===== config.mk =====
export PLATFORM = sky130hd
export DESIGN_NAME = alu_issuer
export DESIGN_NICKNAME = d
export VERILOG_FILES = /design/src/rtl/alu_pkg.sv /design/src/rtl/alu_req_fifo.sv /design/src/rtl/alu_issuer.sv
export SDC_FILE = /design/constraint.sdc
export NUM_CORES = 1
export LEC_CHECK = 0
export ABC_AREA = 0
export CORE_UTILIZATION = 45
export DETAILED_ROUTE_END_ITERATION = 8
export GPL_TIMING_DRIVEN = 0
export PLACE_DENSITY = 0.69
export SYNTH_ARGS = -nofsm -noshare
export SYNTH_HDL_FRONTEND = slang
export SYNTH_SLANG_ARGS = --single-unit
export TNS_END_PERCENT = 5

===== constraint.sdc =====
create_clock -name clk -period 9 [get_ports clk]
set_input_delay 1.35 -clock clk [delete_from_list [all_inputs] [get_ports clk]]
set_output_delay 1.35 -clock clk [all_outputs]
set_load 0.1 [all_outputs]

===== src/rtl/alu_pkg.sv =====
// Shared definitions for the ALU issuer: op codes, FSM states, datapath width.
package alu_pkg;

    localparam int DATA_W = 32;

    localparam logic [2:0] OP_ADD = 3'b000;
    localparam logic [2:0] OP_SUB = 3'b001;
    localparam logic [2:0] OP_AND = 3'b010;
    localparam logic [2:0] OP_OR  = 3'b011;
    localparam logic [2:0] OP_SRL = 3'b100;
    localparam logic [2:0] OP_SRA = 3'b101;

    typedef enum logic [1:0] {
        ST_IDLE  = 2'd0,
        ST_ISSUE = 2'd1,
        ST_RESP  = 2'd2
    } state_t;

    // 110 and 111 have no ALU meaning.
    function automatic logic is_illegal_op(input logic [2:0] op);
        return op[2] & op[1];
    endfunction

endpackage


===== src/rtl/alu_req_fifo.sv =====
// Request buffer for the ALU issuer: power-of-two depth FIFO, no push/pop bypass.
module alu_req_fifo #(
    parameter int DEPTH = 2,
    parameter int WIDTH = 8
) (
    input  logic             clk,
    input  logic             reset_n,
    input  logic             push,
    input  logic [WIDTH-1:0] push_data,
    input  logic             pop,
    output logic [WIDTH-1:0] pop_data,
    output logic             full,
    output logic             empty
);
    localparam int PTR_W = (DEPTH > 1) ? $clog2(DEPTH) : 1;
    localparam int CNT_W = PTR_W + 1;

    logic [WIDTH-1:0] mem_q [DEPTH];
    logic [PTR_W-1:0] wr_ptr_q, wr_ptr_d;
    logic [PTR_W-1:0] rd_ptr_q, rd_ptr_d;
    logic [CNT_W-1:0] count_q, count_d;
    logic             do_push, do_pop;

    assign full     = (count_q == CNT_W'(DEPTH));
    assign empty    = (count_q == '0);
    assign do_push  = push & ~full;
    assign do_pop   = pop & ~empty;
    assign pop_data = mem_q[rd_ptr_q];

    // Pointers wrap naturally because DEPTH is a power of two.
    always_comb begin
        wr_ptr_d = wr_ptr_q;
        rd_ptr_d = rd_ptr_q;
        if (do_push) wr_ptr_d = wr_ptr_q + 1'b1;
        if (do_pop)  rd_ptr_d = rd_ptr_q + 1'b1;
        count_d = count_q + CNT_W'(do_push) - CNT_W'(do_pop);
    end

    always_ff @(posedge clk or negedge reset_n) begin
        if (!reset_n) begin
            wr_ptr_q <= '0;
            rd_ptr_q <= '0;
            count_q  <= '0;
        end else begin
            wr_ptr_q <= wr_ptr_d;
            rd_ptr_q <= rd_ptr_d;
            count_q  <= count_d;
        end
    end

    always_ff @(posedge clk) begin
        if (do_push) mem_q[wr_ptr_q] <= push_data;
    end

endmodule


===== src/rtl/alu_issuer.sv =====
// Buffers ALU requests, issues them one at a time to an external combinational
// ALU through registered operands, and returns tagged responses in order.
module alu_issuer
    import alu_pkg::*;
#(
    parameter int FIFO_DEPTH = 2,
    parameter int TAG_W      = 4
) (
    input  logic              clk,
    input  logic              reset_n,
    input  logic              req_valid,
    output logic              req_ready,
    input  logic [DATA_W-1:0] req_a,
    input  logic [DATA_W-1:0] req_b,
    input  logic [2:0]        req_op,
    input  logic [TAG_W-1:0]  req_tag,
    output logic [DATA_W-1:0] alu_a,
    output logic [DATA_W-1:0] alu_b,
    output logic [2:0]        alu_op,
    input  logic [DATA_W-1:0] alu_c,
    output logic              rsp_valid,
    input  logic              rsp_ready,
    output logic [DATA_W-1:0] rsp_data,
    output logic [TAG_W-1:0]  rsp_tag,
    output logic              rsp_err,
    output logic              busy
);
    localparam int REQ_W = 2 * DATA_W + 3 + TAG_W;

    state_t            state_q, state_d;
    logic [DATA_W-1:0] a_q, a_d, b_q, b_d, data_q, data_d;
    logic [2:0]        op_q, op_d;
    logic [TAG_W-1:0]  tag_q, tag_d;
    logic              err_q, err_d;
    logic              ready_en_q, ready_en_d;

    logic              fifo_full, fifo_empty, fifo_pop;
    logic [REQ_W-1:0]  head;
    logic [DATA_W-1:0] head_a, head_b;
    logic [2:0]        head_op;
    logic [TAG_W-1:0]  head_tag;

    assign {head_a, head_b, head_op, head_tag} = head;

    alu_req_fifo #(
        .DEPTH (FIFO_DEPTH),
        .WIDTH (REQ_W)
    ) u_fifo (
        .clk       (clk),
        .reset_n   (reset_n),
        .push      (req_valid & req_ready),
        .push_data ({req_a, req_b, req_op, req_tag}),
        .pop       (fifo_pop),
        .pop_data  (head),
        .full      (fifo_full),
        .empty     (fifo_empty)
    );

    // ready_en_q keeps req_ready low through reset until the first clock edge.
    assign req_ready  = ready_en_q & ~fifo_full;
    assign fifo_pop   = (state_q == ST_IDLE) & ~fifo_empty;
    assign ready_en_d = 1'b1;

    assign alu_a     = a_q;
    assign alu_b     = b_q;
    assign alu_op    = op_q;
    assign rsp_valid = (state_q == ST_RESP);
    assign rsp_data  = data_q;
    assign rsp_tag   = tag_q;
    assign rsp_err   = err_q;
    assign busy      = ~fifo_empty | (state_q != ST_IDLE);

    always_comb begin
        state_d = state_q;
        a_d     = a_q;
        b_d     = b_q;
        op_d    = op_q;
        tag_d   = tag_q;
        err_d   = err_q;
        data_d  = data_q;
        case (state_q)
            ST_IDLE: begin
                if (!fifo_empty) begin
                    a_d     = head_a;
                    b_d     = head_b;
                    err_d   = is_illegal_op(head_op);
                    op_d    = is_illegal_op(head_op) ? OP_ADD : head_op;
                    tag_d   = head_tag;
                    state_d = ST_ISSUE;
                end
            end
            ST_ISSUE: begin
                data_d  = err_q ? '0 : alu_c;
                state_d = ST_RESP;
            end
            ST_RESP: begin
                if (rsp_ready) state_d = ST_IDLE;
            end
            default: state_d = ST_IDLE;
        endcase
    end

    always_ff @(posedge clk or negedge reset_n) begin
        if (!reset_n) begin
            state_q    <= ST_IDLE;
            a_q        <= '0;
            b_q        <= '0;
            op_q       <= '0;
            tag_q      <= '0;
            err_q      <= 1'b0;
            data_q     <= '0;
            ready_en_q <= 1'b0;
        end else begin
            state_q    <= state_d;
            a_q        <= a_d;
            b_q        <= b_d;
            op_q       <= op_d;
            tag_q      <= tag_d;
            err_q      <= err_d;
            data_q     <= data_d;
            ready_en_q <= ready_en_d;
        end
    end

endmodule

==> metrics.md, run 1 <==
| Metric | Value |
|---|---|
| Status | complete, no violations |
| Vias in the first global route | 6400 |
| Number of flops mapped to enable cells by yosys | 142 |
| Most used DFF post-synth | edfxtp_1 |
| GR Overflow Total | 0 |
| Final nets | 984 |
| H-tree depth | 1 |
| Post-synth top cells | o21ai_0 (151), edfxtp_1 (142), dfrtp_1 (111) |
| Clock buffer count from CTS | 26 |
| Critical Path AT | 3050 ps |
| Worst setup startpoint | u_fifo.count_q[1] |
| Reg2Reg Setup Slack | 7010 ps |
| DR iter-0 viols | 255 |
| Worst r2r dst | u_fifo.count_q[1] |
| WL per Instance | 18.11 µm |
| Die Wd | 146.2 µm |
| CTS Sinks | 253 |
| Drt total wl | 21120 µm |
| R2R depth | 5 |
| Hold path startpoint | rsp_data[24] |
| Syn Nets | 739 |
| Core Footprint | 20300 µm² |
| #FFs+latches synth | 253 |
| Yosys cell types | 33 |
| Die ar. | 21360 µm² |
| Gpl congestion | 0.8661 |
| Worst-path fanout max | 10 |
| WS Path Type | reg -> out |
| Initial core utilization | 0.4607 |
| Diode count | 0 |
| Layout Skew | 12.56 ps |
| Final period util | 0.4892 |
| Die Ht | 146.2 µm |
| Peak Freq | 227.1 MHz |
| Most common cell in the netlist | o21ai_0 |
| TritonCTS clock tree | done |
| Critical path endpoint category | output port |
| DR pass1 iterations | 5 |
| Area leader, netlist | edfxtp_1 |
| Layout cell share with drive strength beyond 1 | 0.07701 |
| Post-CTS sizing | 0 |
| Setup violators final | 0 |
| DP HPWL | 14310 µm |
| Met1 wire length | 8543 µm |
| Synth top area cells | edfxtp_1 (46%), dfrtp_1 (30%), o21ai_0 (8.1%), mux2i_1 (7.6%), nand2b_1 (2.3%) |
| Pin count of the biggest net entering global routing | 60 |
| Fin Setup TNS | 0 ps |
| Syn. warnings | 0 |
| ANT nets after route | 0 |
| Hold/Removal Path Class | reg -> reg |
| DR DRC count | 0 |
| Clock tree buffer depth | 3 |
| Critical Path RT | 7650 ps |
| Met3 Routed Length | 1539 µm |
| Worst R2R Start | u_fifo.count_q[1] |
| Vias post-DR | 5963 |
| Row count | 52 |
| Slew Limit Fails | 0 |
| Root buffer cell | clkbuf_16 |
| Area share of the largest cell type after synthesis | 0.4560 |
| Setup repair after global routing missed its margin | no |
| Post-CTS Setup Inserts | 0 |
| Number of top-level pins | 214 |
| Critical Path End | busy |
| Synthesized area | 9351 µm² |
| Clk_lat worst skew | 520 ps |
| Setup crit start kind | flip-flop |
| Initial antenna violation count | 0 |
| Met2 wire len | 10770 µm |
| Clk pin slew, worst setup/hold paths | 60 ps |
| Avg Inst Size Synth | 14.82 µm² |
| Total of max-cap violations | 0 |
| Area growth syn-to-layout | 36.51% |
| Final Hold Vio Count | 0 |
| Async set or reset register ratio after synthesis | 0.4387 |
| First-pass GRT wire length | 33840 µm |
| Seq/Total Area, Yosys | 0.7530 |
| Slew Limit Headroom | 0.2943 |
| Highest metal used | met4 |
| Synth Instances | 631 |
| Port Buffer Count | 213 |
| Vias per std cell | 5.114 |
| Post-CTS Hold Buffers | 0 |
| Least-Margin Pin Slew | 1055 ps |
| Final Critical Period | 4403 ps |
| Global Route Usage Sum | 0.1998 |
layout by cell type, fill, tap and decap left out, types with 2 or more instances in the layout:
master,count
xnor2_1,3
xor2_1,2
dfrtp_1,111
buf_2,7
buf_6,3
clkbuf_1,29
o21ai_0,151
clkbuf_8,4
o21ai_1,20
clkbuf_2,2
mux2i_1,71
clkdlybuf4s50_1,212
inv_1,3
nand2b_1,35
nand2_1,34
clkbuf_16,27
clkinvlp_4,2
buf_4,7
edfxtp_1,142
clkinv_2,4
buf_12,2
buf_16,2
critical path, cell delays in order, from the launching register on:
cell and delay (ps):
dfrtp_1 440, nor2_2 500, clkbuf_1 450, nand2_1 120, clkdlybuf4s50_1 1020
layer usage:
layer,vias up,track usage
met5,-,0
met2,214,0.3519
li1,2787,-
met3,23,0.04781
met4,0,0.04010
met1,2939,0.2514
kinds of logic after synthesis:
group / share of synthesized area
AO/OA/AOI/OAI: 0.09419
adder cells (fa/ha/maj): 0.001338
XOR/XNOR: 0.004684
flip-flops: 0.7530
buffers and inverters: 0.02328
multiplexers: 0.07840
AND/OR/NAND/NOR: 0.04469
other: 0.0004010
cell type report:
class	count	area, µm²
buffer	40	202.7
multi-input combinational	334	2102
timing repair buffer	217	2228
fill	1553	7533
clock inverter	9	77.57
tap	270	337.8
clock buffer	39	760.7
sequential	253	7042
inverter	4	15.01
worst min path at each step:
stage,end,depth (start not counted)
final,rsp_data[24],2
after global routing,rsp_data[31],2
after CTS,rsp_data[5],2
after detailed placement,rsp_data[24],2
after global placement,rsp_data[4],2
after floorplan,u_fifo.wr_ptr_q,1
registers in the layout, indices dropped and copies added (netlist names):
name / flops
u_fifo.mem_q: 142
alu_a: 32
alu_b: 32
rsp_data: 32
rsp_tag: 4
alu_op: 3
state_q: 2
u_fifo.count_q: 2
ready_en_q: 1
rsp_err: 1
u_fifo.rd_ptr_q: 1
u_fifo.wr_ptr_q: 1
stage by stage:
stage / utilization / cells / setup WS, ps / cell area [µm²] / hold slack, ps
final: 0.6289 / 1166 / 4597 / 12770 / 481.3
after global routing: 0.6289 / 1166 / 4500 / 12770 / 507.0
after CTS: 0.6289 / 1166 / 4555 / 12770 / 484.9
after detailed placement: 0.5876 / 1118 / 5120 / 11930 / 471.6
after global placement: 0.5823 / 1114 / 1364 / 11820 / 463.4
after floorplan: - / 631 / 3754 / 9351 / 455.5
Power of run 1 is not shown: default switching activity piles up to over one toggle a cycle in this logic, so the estimate is an artifact.
==> run 2: changes to the inputs <==
==> constraint.sdc (replaced) <==
create_clock -name clk -period 4.2 [get_ports clk]
set_input_delay 0.63 -clock clk [delete_from_list [all_inputs] [get_ports clk]]
set_output_delay 0.63 -clock clk [all_outputs]
set_load 0.1 [all_outputs]
==> run 2 against run 1 <==
Register-to-register slack got worse by 4800 ps. Core utilization barely moved. Cell area barely moved. Wire length rose by 0.79%.
==> metrics.md, run 2 (synthesized netlist as in run 1, its figures left out) <==
| Metric | Value |
|---|---|
| Post-CTS Hold Buffers | 0 (unchanged) |
| Slew Limit Headroom | 0.2840 (-0.01025) |
| Hold/Removal Path Class | in -> async |
| Core Footprint | 20300 µm² (unchanged) |
| Vias per std cell | 5.111 (about the same) |
| WL per Instance | 18.25 µm (+0.79%) |
| CTS Sinks | 253 (unchanged) |
| Met1 usage | 0.2532 (+0.001770) |
| Status | complete, no violations |
| Total of max-cap violations | 0 (unchanged) |
| Final nets | 984 (unchanged) |
| Critical Path RT | 3570 ps (-4080 ps) |
| Post-CTS Setup Inserts | 0 (unchanged) |
| Commonest non-fill, non-tap cell in the layout | clkdlybuf4s50_1 |
| TritonCTS clock tree | done |
| Die ar. | 21360 µm² (unchanged) |
| Slew Limit Fails | 0 (unchanged) |
| Setup violators final | 0 (unchanged) |
| Final period util | 0.8695 |
| Critical Path AT | 3020 ps (-30 ps) |
| Vias in the first global route | 6307 (-1.5%) |
| Final Critical Period | 3652 ps |
| Largest register FFs | 142 (unchanged) |
| Final Hold Vio Count | 0 (unchanged) |
| Least-Margin Pin Slew | 1071 ps (+15.33 ps) |
| Worst-path fanout max | 10 (unchanged) |
| Most flop-heavy register | u_fifo.mem_q |
| Die Wd | 146.2 µm (unchanged) |
| Critical path endpoint category | output port |
| Drt total wl | 21290 µm (+0.79%) |
| Most frequent cells in the layout | clkdlybuf4s50_1 (212), o21ai_0 (151), edfxtp_1 (142), dfrtp_1 (111), mux2i_1 (71) |
| Die Ht | 146.2 µm (unchanged) |
| Area growth syn-to-layout | 36.41% (about the same) |
| Initial antenna violation count | 1 (+1) |
| Grt met2 use | 0.3483 (-0.003571) |
| Post-CTS sizing | 0 (unchanged) |
| Gpl congestion | 0.8855 (+2.2%) |
| DP HPWL | 14180 µm (-0.92%) |
| DR iter-0 viols | 190 (-25%) |
| Diode count | 0 (unchanged) |
| H-tree depth | 1 (unchanged) |
| WS Path Type | reg -> out |
| Setup crit start kind | flip-flop |
| First-pass GRT wire length | 33680 µm (-0.47%) |
| Row count | 52 (unchanged) |
| DR DRC count | 0 (unchanged) |
| Setup repair after global routing missed its margin | no |
| Pin count of the biggest net entering global routing | 59 (-1.7%) |
| Clk pin slew, worst setup/hold paths | 60 ps (about the same) |
| Layout cell share with drive strength beyond 1 | 0.07701 (unchanged) |
| Clk_lat worst skew | 530 ps (about the same) |
| Routing usage on met3 | 0.05625 (+0.008438) |
| Root buffer cell | clkbuf_16 |
| Global Route Usage Sum | 0.2021 (+0.002244) |
| Vias post-DR | 5959 (-0.067%) |
| Worst hold slack | 71.26 ps (-410.0 ps) |
| ANT nets after route | 0 (unchanged) |
| Initial core utilization | 0.4607 (unchanged) |
| DR pass1 iterations | 4 (-1) |
| Top Usage Layer GRT | met2 |
| Peak Freq | 273.8 MHz |
| Clock buffer count from CTS | 26 (unchanged) |
| Layout Skew | 17.20 ps (+4.645 ps) |
| Number of top-level pins | 214 (unchanged) |
| Port Buffer Count | 213 (unchanged) |
| GR Overflow Total | 0 (unchanged) |
| Clock tree buffer depth | 3 (unchanged) |
| Post-layout util | 0.6284 (about the same) |
## run 2: area by class of cell
cell class,instances,area (µm²)
well taps,270,337.8
plain buffers,40,202.7
inverters,4,15.01
repair buffers,217,2221
multi-input cells,334,2102
flip-flops and latches,253,7042
clock inverters,6,43.79
clock buffers,42,792.0
fillers,1583,7543
## run 2: worst paths after layout
check	from	endpoint	slack, ps	depth (start not counted)
max in group asynchronous	reset_n	rsp_data[18]	3420	2
worst min-delay path	reset_n	rsp_data[3]	70	1
worst min register to register	rsp_data[10]	rsp_data[10]	480	2
min in group clk	rsp_data[10]	rsp_data[10]	480	2
worst max register to register	u_fifo.count_q[0]	u_fifo.mem_q[1][0]	2210	4
worst max-delay path	u_fifo.count_q[1]	busy	550	4
## run 2: per-stage QoR
step | setup WS, ps | TNS, ps | std cells | instance area, µm²
2_1_floorplan | 1026 | 0 | 631 | 9354
3_3_place_gp | -1934 | -276940 | 1114 | 11820
3_5_place_dp | 1065 | 0 | 1118 | 11920
4_1_cts | 491.7 | 0 | 1166 | 12760
5_1_grt | 403.9 | 0 | 1166 | 12760
6_report | 547.9 | 0 | 1166 | 12760
## run 2: per-layer routing
layer | vias to the layer above | part of all wire
met2 | 232 | 0.49
met4 | 2 | 0.021
met5 | - | 0.00052
met3 | 37 | 0.079
met1 | 2907 | 0.41
li1 | 2781 | -
## run 2: worst max-delay path: stages (launching register included)
cell	delay, ps
dfrtp_1	440
nor2_2	490
clkbuf_1	460
nand2_1	100
clkdlybuf4s50_1	1010
Power of run 2 is left out for the same reason.
==> run 3: changes to the inputs <==
--- a/config.mk
+++ b/config.mk
@@ -9,7 +9,7 @@
 export CORE_UTILIZATION = 45
 export DETAILED_ROUTE_END_ITERATION = 8
 export GPL_TIMING_DRIVEN = 0
-export PLACE_DENSITY = 0.69
+export PLACE_DENSITY = 0.72
 export SYNTH_ARGS = -nofsm -noshare
 export SYNTH_HDL_FRONTEND = slang
 export SYNTH_SLANG_ARGS = --single-unit
==> constraint.sdc (replaced) <==
create_clock -name clk -period 3 [get_ports clk]
set_input_delay 0.45 -clock clk [delete_from_list [all_inputs] [get_ports clk]]
set_output_delay 0.45 -clock clk [all_outputs]
set_load 0.1 [all_outputs]
==> run 3 against run 2 <==
Setup slack got worse by 380 ps. Worst hold slack improved by 400 ps. Global-route usage decreased by 0.98 points. Clock skew decreased by 3.4 ps. First-iteration DRC count increased by 14%. Die area unchanged. Via count decreased by 1.6%. Critical path type unchanged.
==> metrics.md, run 3 (synthesized netlist as in run 1, its figures left out) <==
| Metric | Value |
|---|---|
| Root buffer cell | clkbuf_16 |
| Status | complete, no violations |
| Diode count | 0 (unchanged) |
| Most flop-heavy register | u_fifo.mem_q |
| WS Path Type | reg -> out |
| Setup violators final | 0 (unchanged) |
| Port Buffer Count | 213 (unchanged) |
| R2R depth | 5 (+1) |
| Initial core utilization | 0.4607 (unchanged) |
| Setup repair after global routing missed its margin | no |
| FF/Latch Area | 7042 µm² (unchanged) |
| Vias in the first global route | 6001 (-4.9%) |
| Crit path largest cell delay | 1140 ps (+130 ps) |
| Clk pin slew, worst setup/hold paths | 60 ps (about the same) |
| Slew Limit Fails | 0 (unchanged) |
| TritonCTS clock tree | done |
| DR DRC count | 0 (unchanged) |
| Reg2Reg Setup Slack | 600 ps (-1610 ps) |
| GR Overflow Total | 0 (unchanged) |
| Gpl congestion | 0.8258 (-6.7%) |
| Row count | 52 (unchanged) |
| Die Wd | 146.2 µm (unchanged) |
| Layout cell share with drive strength beyond 1 | 0.08482 (+0.007813) |
| Post-Layout Cell Count | 1166 (unchanged) |
| Final Hold Vio Count | 0 (unchanged) |
| Pin count of the biggest net entering global routing | 59 (unchanged) |
| Cell count after placement | 1118 (unchanged) |
| Least-Margin Pin Slew | 1054 ps (-16.74 ps) |
| Core Footprint | 20300 µm² (unchanged) |
| Worst r2r dst | u_fifo.mem_q[0][57] |
| Most frequent cells in the layout | clkdlybuf4s50_1 (211), o21ai_0 (151), edfxtp_1 (142), dfrtp_1 (111), mux2i_1 (71) |
| Hold/Removal Path Class | in -> async |
| Die Ht | 146.2 µm (unchanged) |
| DR iter-0 viols | 217 (+14%) |
| Layout Skew | 13.79 ps (-3.419 ps) |
| Clock buffer count from CTS | 26 (unchanged) |
| Global Route Usage Sum | 0.1923 (-0.009805) |
| Largest register FFs | 142 (unchanged) |
| Setup crit start kind | flip-flop |
| Vias per std cell | 5.027 (-1.6%) |
| ANT nets after route | 0 (unchanged) |
| CP Cell Sequence | nand2b_1, and2_1, clkdlybuf4s50_1 |
| Die ar. | 21360 µm² (unchanged) |
| Critical path endpoint category | output port |
| Final period util | 0.9452 |
| Number of top-level pins | 214 (unchanged) |
| Worst R2R Start | u_fifo.count_q[0] |
| Initial antenna violation count | 0 (-1) |
| Clk_lat worst skew | 520 ps (about the same) |
| Clock tree buffer depth | 3 (unchanged) |
| Area of the multi-input gates | 2107 µm² (+0.24%) |
| Worst-path fanout max | 4 (-6) |
| DR pass1 iterations | 4 (unchanged) |
| Area growth syn-to-layout | 38.59% |
| Critical Path AT | 2390 ps (-630 ps) |
| Drt total wl | 20250 µm (-4.9%) |
| Peak Freq | 352.7 MHz |
| Vias post-DR | 5861 (-1.6%) |
| Commonest non-fill, non-tap cell in the layout | clkdlybuf4s50_1 |
| Critical Path RT | 2550 ps (-1020 ps) |
| CTS Sinks | 253 (unchanged) |
| Post-CTS Setup Inserts | 0 (unchanged) |
| CP max-delay cell | clkdlybuf4s50_1 |
| Final Critical Period | 2836 ps |
| DP HPWL | 13760 µm (-3.0%) |
| Slew Limit Headroom | 0.2952 (+0.01120) |
| WL per Instance | 17.37 µm (-4.9%) |
| FILL cells | 1552 (-2.0%) |
| Total of max-cap violations | 0 (unchanged) |
| Final nets | 984 (unchanged) |
| First-pass GRT wire length | 32140 µm (-4.6%) |
| H-tree depth | 1 (unchanged) |
==> run 3: per-layer routing <==
layer	track usage	part of all wire	up-vias
li1	-	-	2785
met1	0.2402	0.41	2854
met2	0.3317	0.49	199
met3	0.05563	0.077	23
met4	0.04219	0.015	0
met5	0	0	-
==> run 3: cell type report <==
type | instances | area share
multi-input cells | 334 | 0.1626
clock buffers | 30 | 0.05455
clock inverters | 18 | 0.02375
well taps | 270 | 0.02607
inverters | 4 | 0.001159
plain buffers | 39 | 0.01535
flip-flops and latches | 253 | 0.5433
repair buffers | 218 | 0.1732
==> run 3: how the worst max path moves through the flow <==
stage                           start                  to  slack, ps  depth (start not counted)
floorplan           u_fifo.count_q[0]  u_fifo.mem_q[1][0]        110                          3
global placement              reset_n           alu_a[15]      -3150                          1
detailed placement  u_fifo.count_q[1]                busy         50                          4
CTS                 u_fifo.count_q[0]                busy         50                          4
global route        u_fifo.count_q[0]           req_ready         40                          3
finish              u_fifo.count_q[0]           req_ready        160                          3
==> run 3: what timing repair did <==
action                                  CTS  global route
hold buffers                              1             0
gates resized for setup                   2             0
endpoints found under the setup margin    1             1
hold endpoints to repair                 53             0
==> run 3: metrics by stage <==
stage	util	setup TNS (ps)	hold slack, ps	instance area, µm²	setup slack [ps]
floorplan	-	0	154.4	9359	106.1
global placement	0.5827	-473430	461.2	11830	-3149
detailed placement	0.5880	0	448.5	11940	50.81
CTS	0.6386	0	479.5	12960	49.64
global route	0.6384	0	495.8	12960	39.96
finish	0.6384	0	472.6	12960	164.4
==> run 3: critical path: cells and delay by family (launching register included) <==
kind / cells / cell delay, ps
buf+inv: 1 / 1140
flops: 1 / 430
simple gates: 2 / 290
Power of run 3 is left out for the same reason.
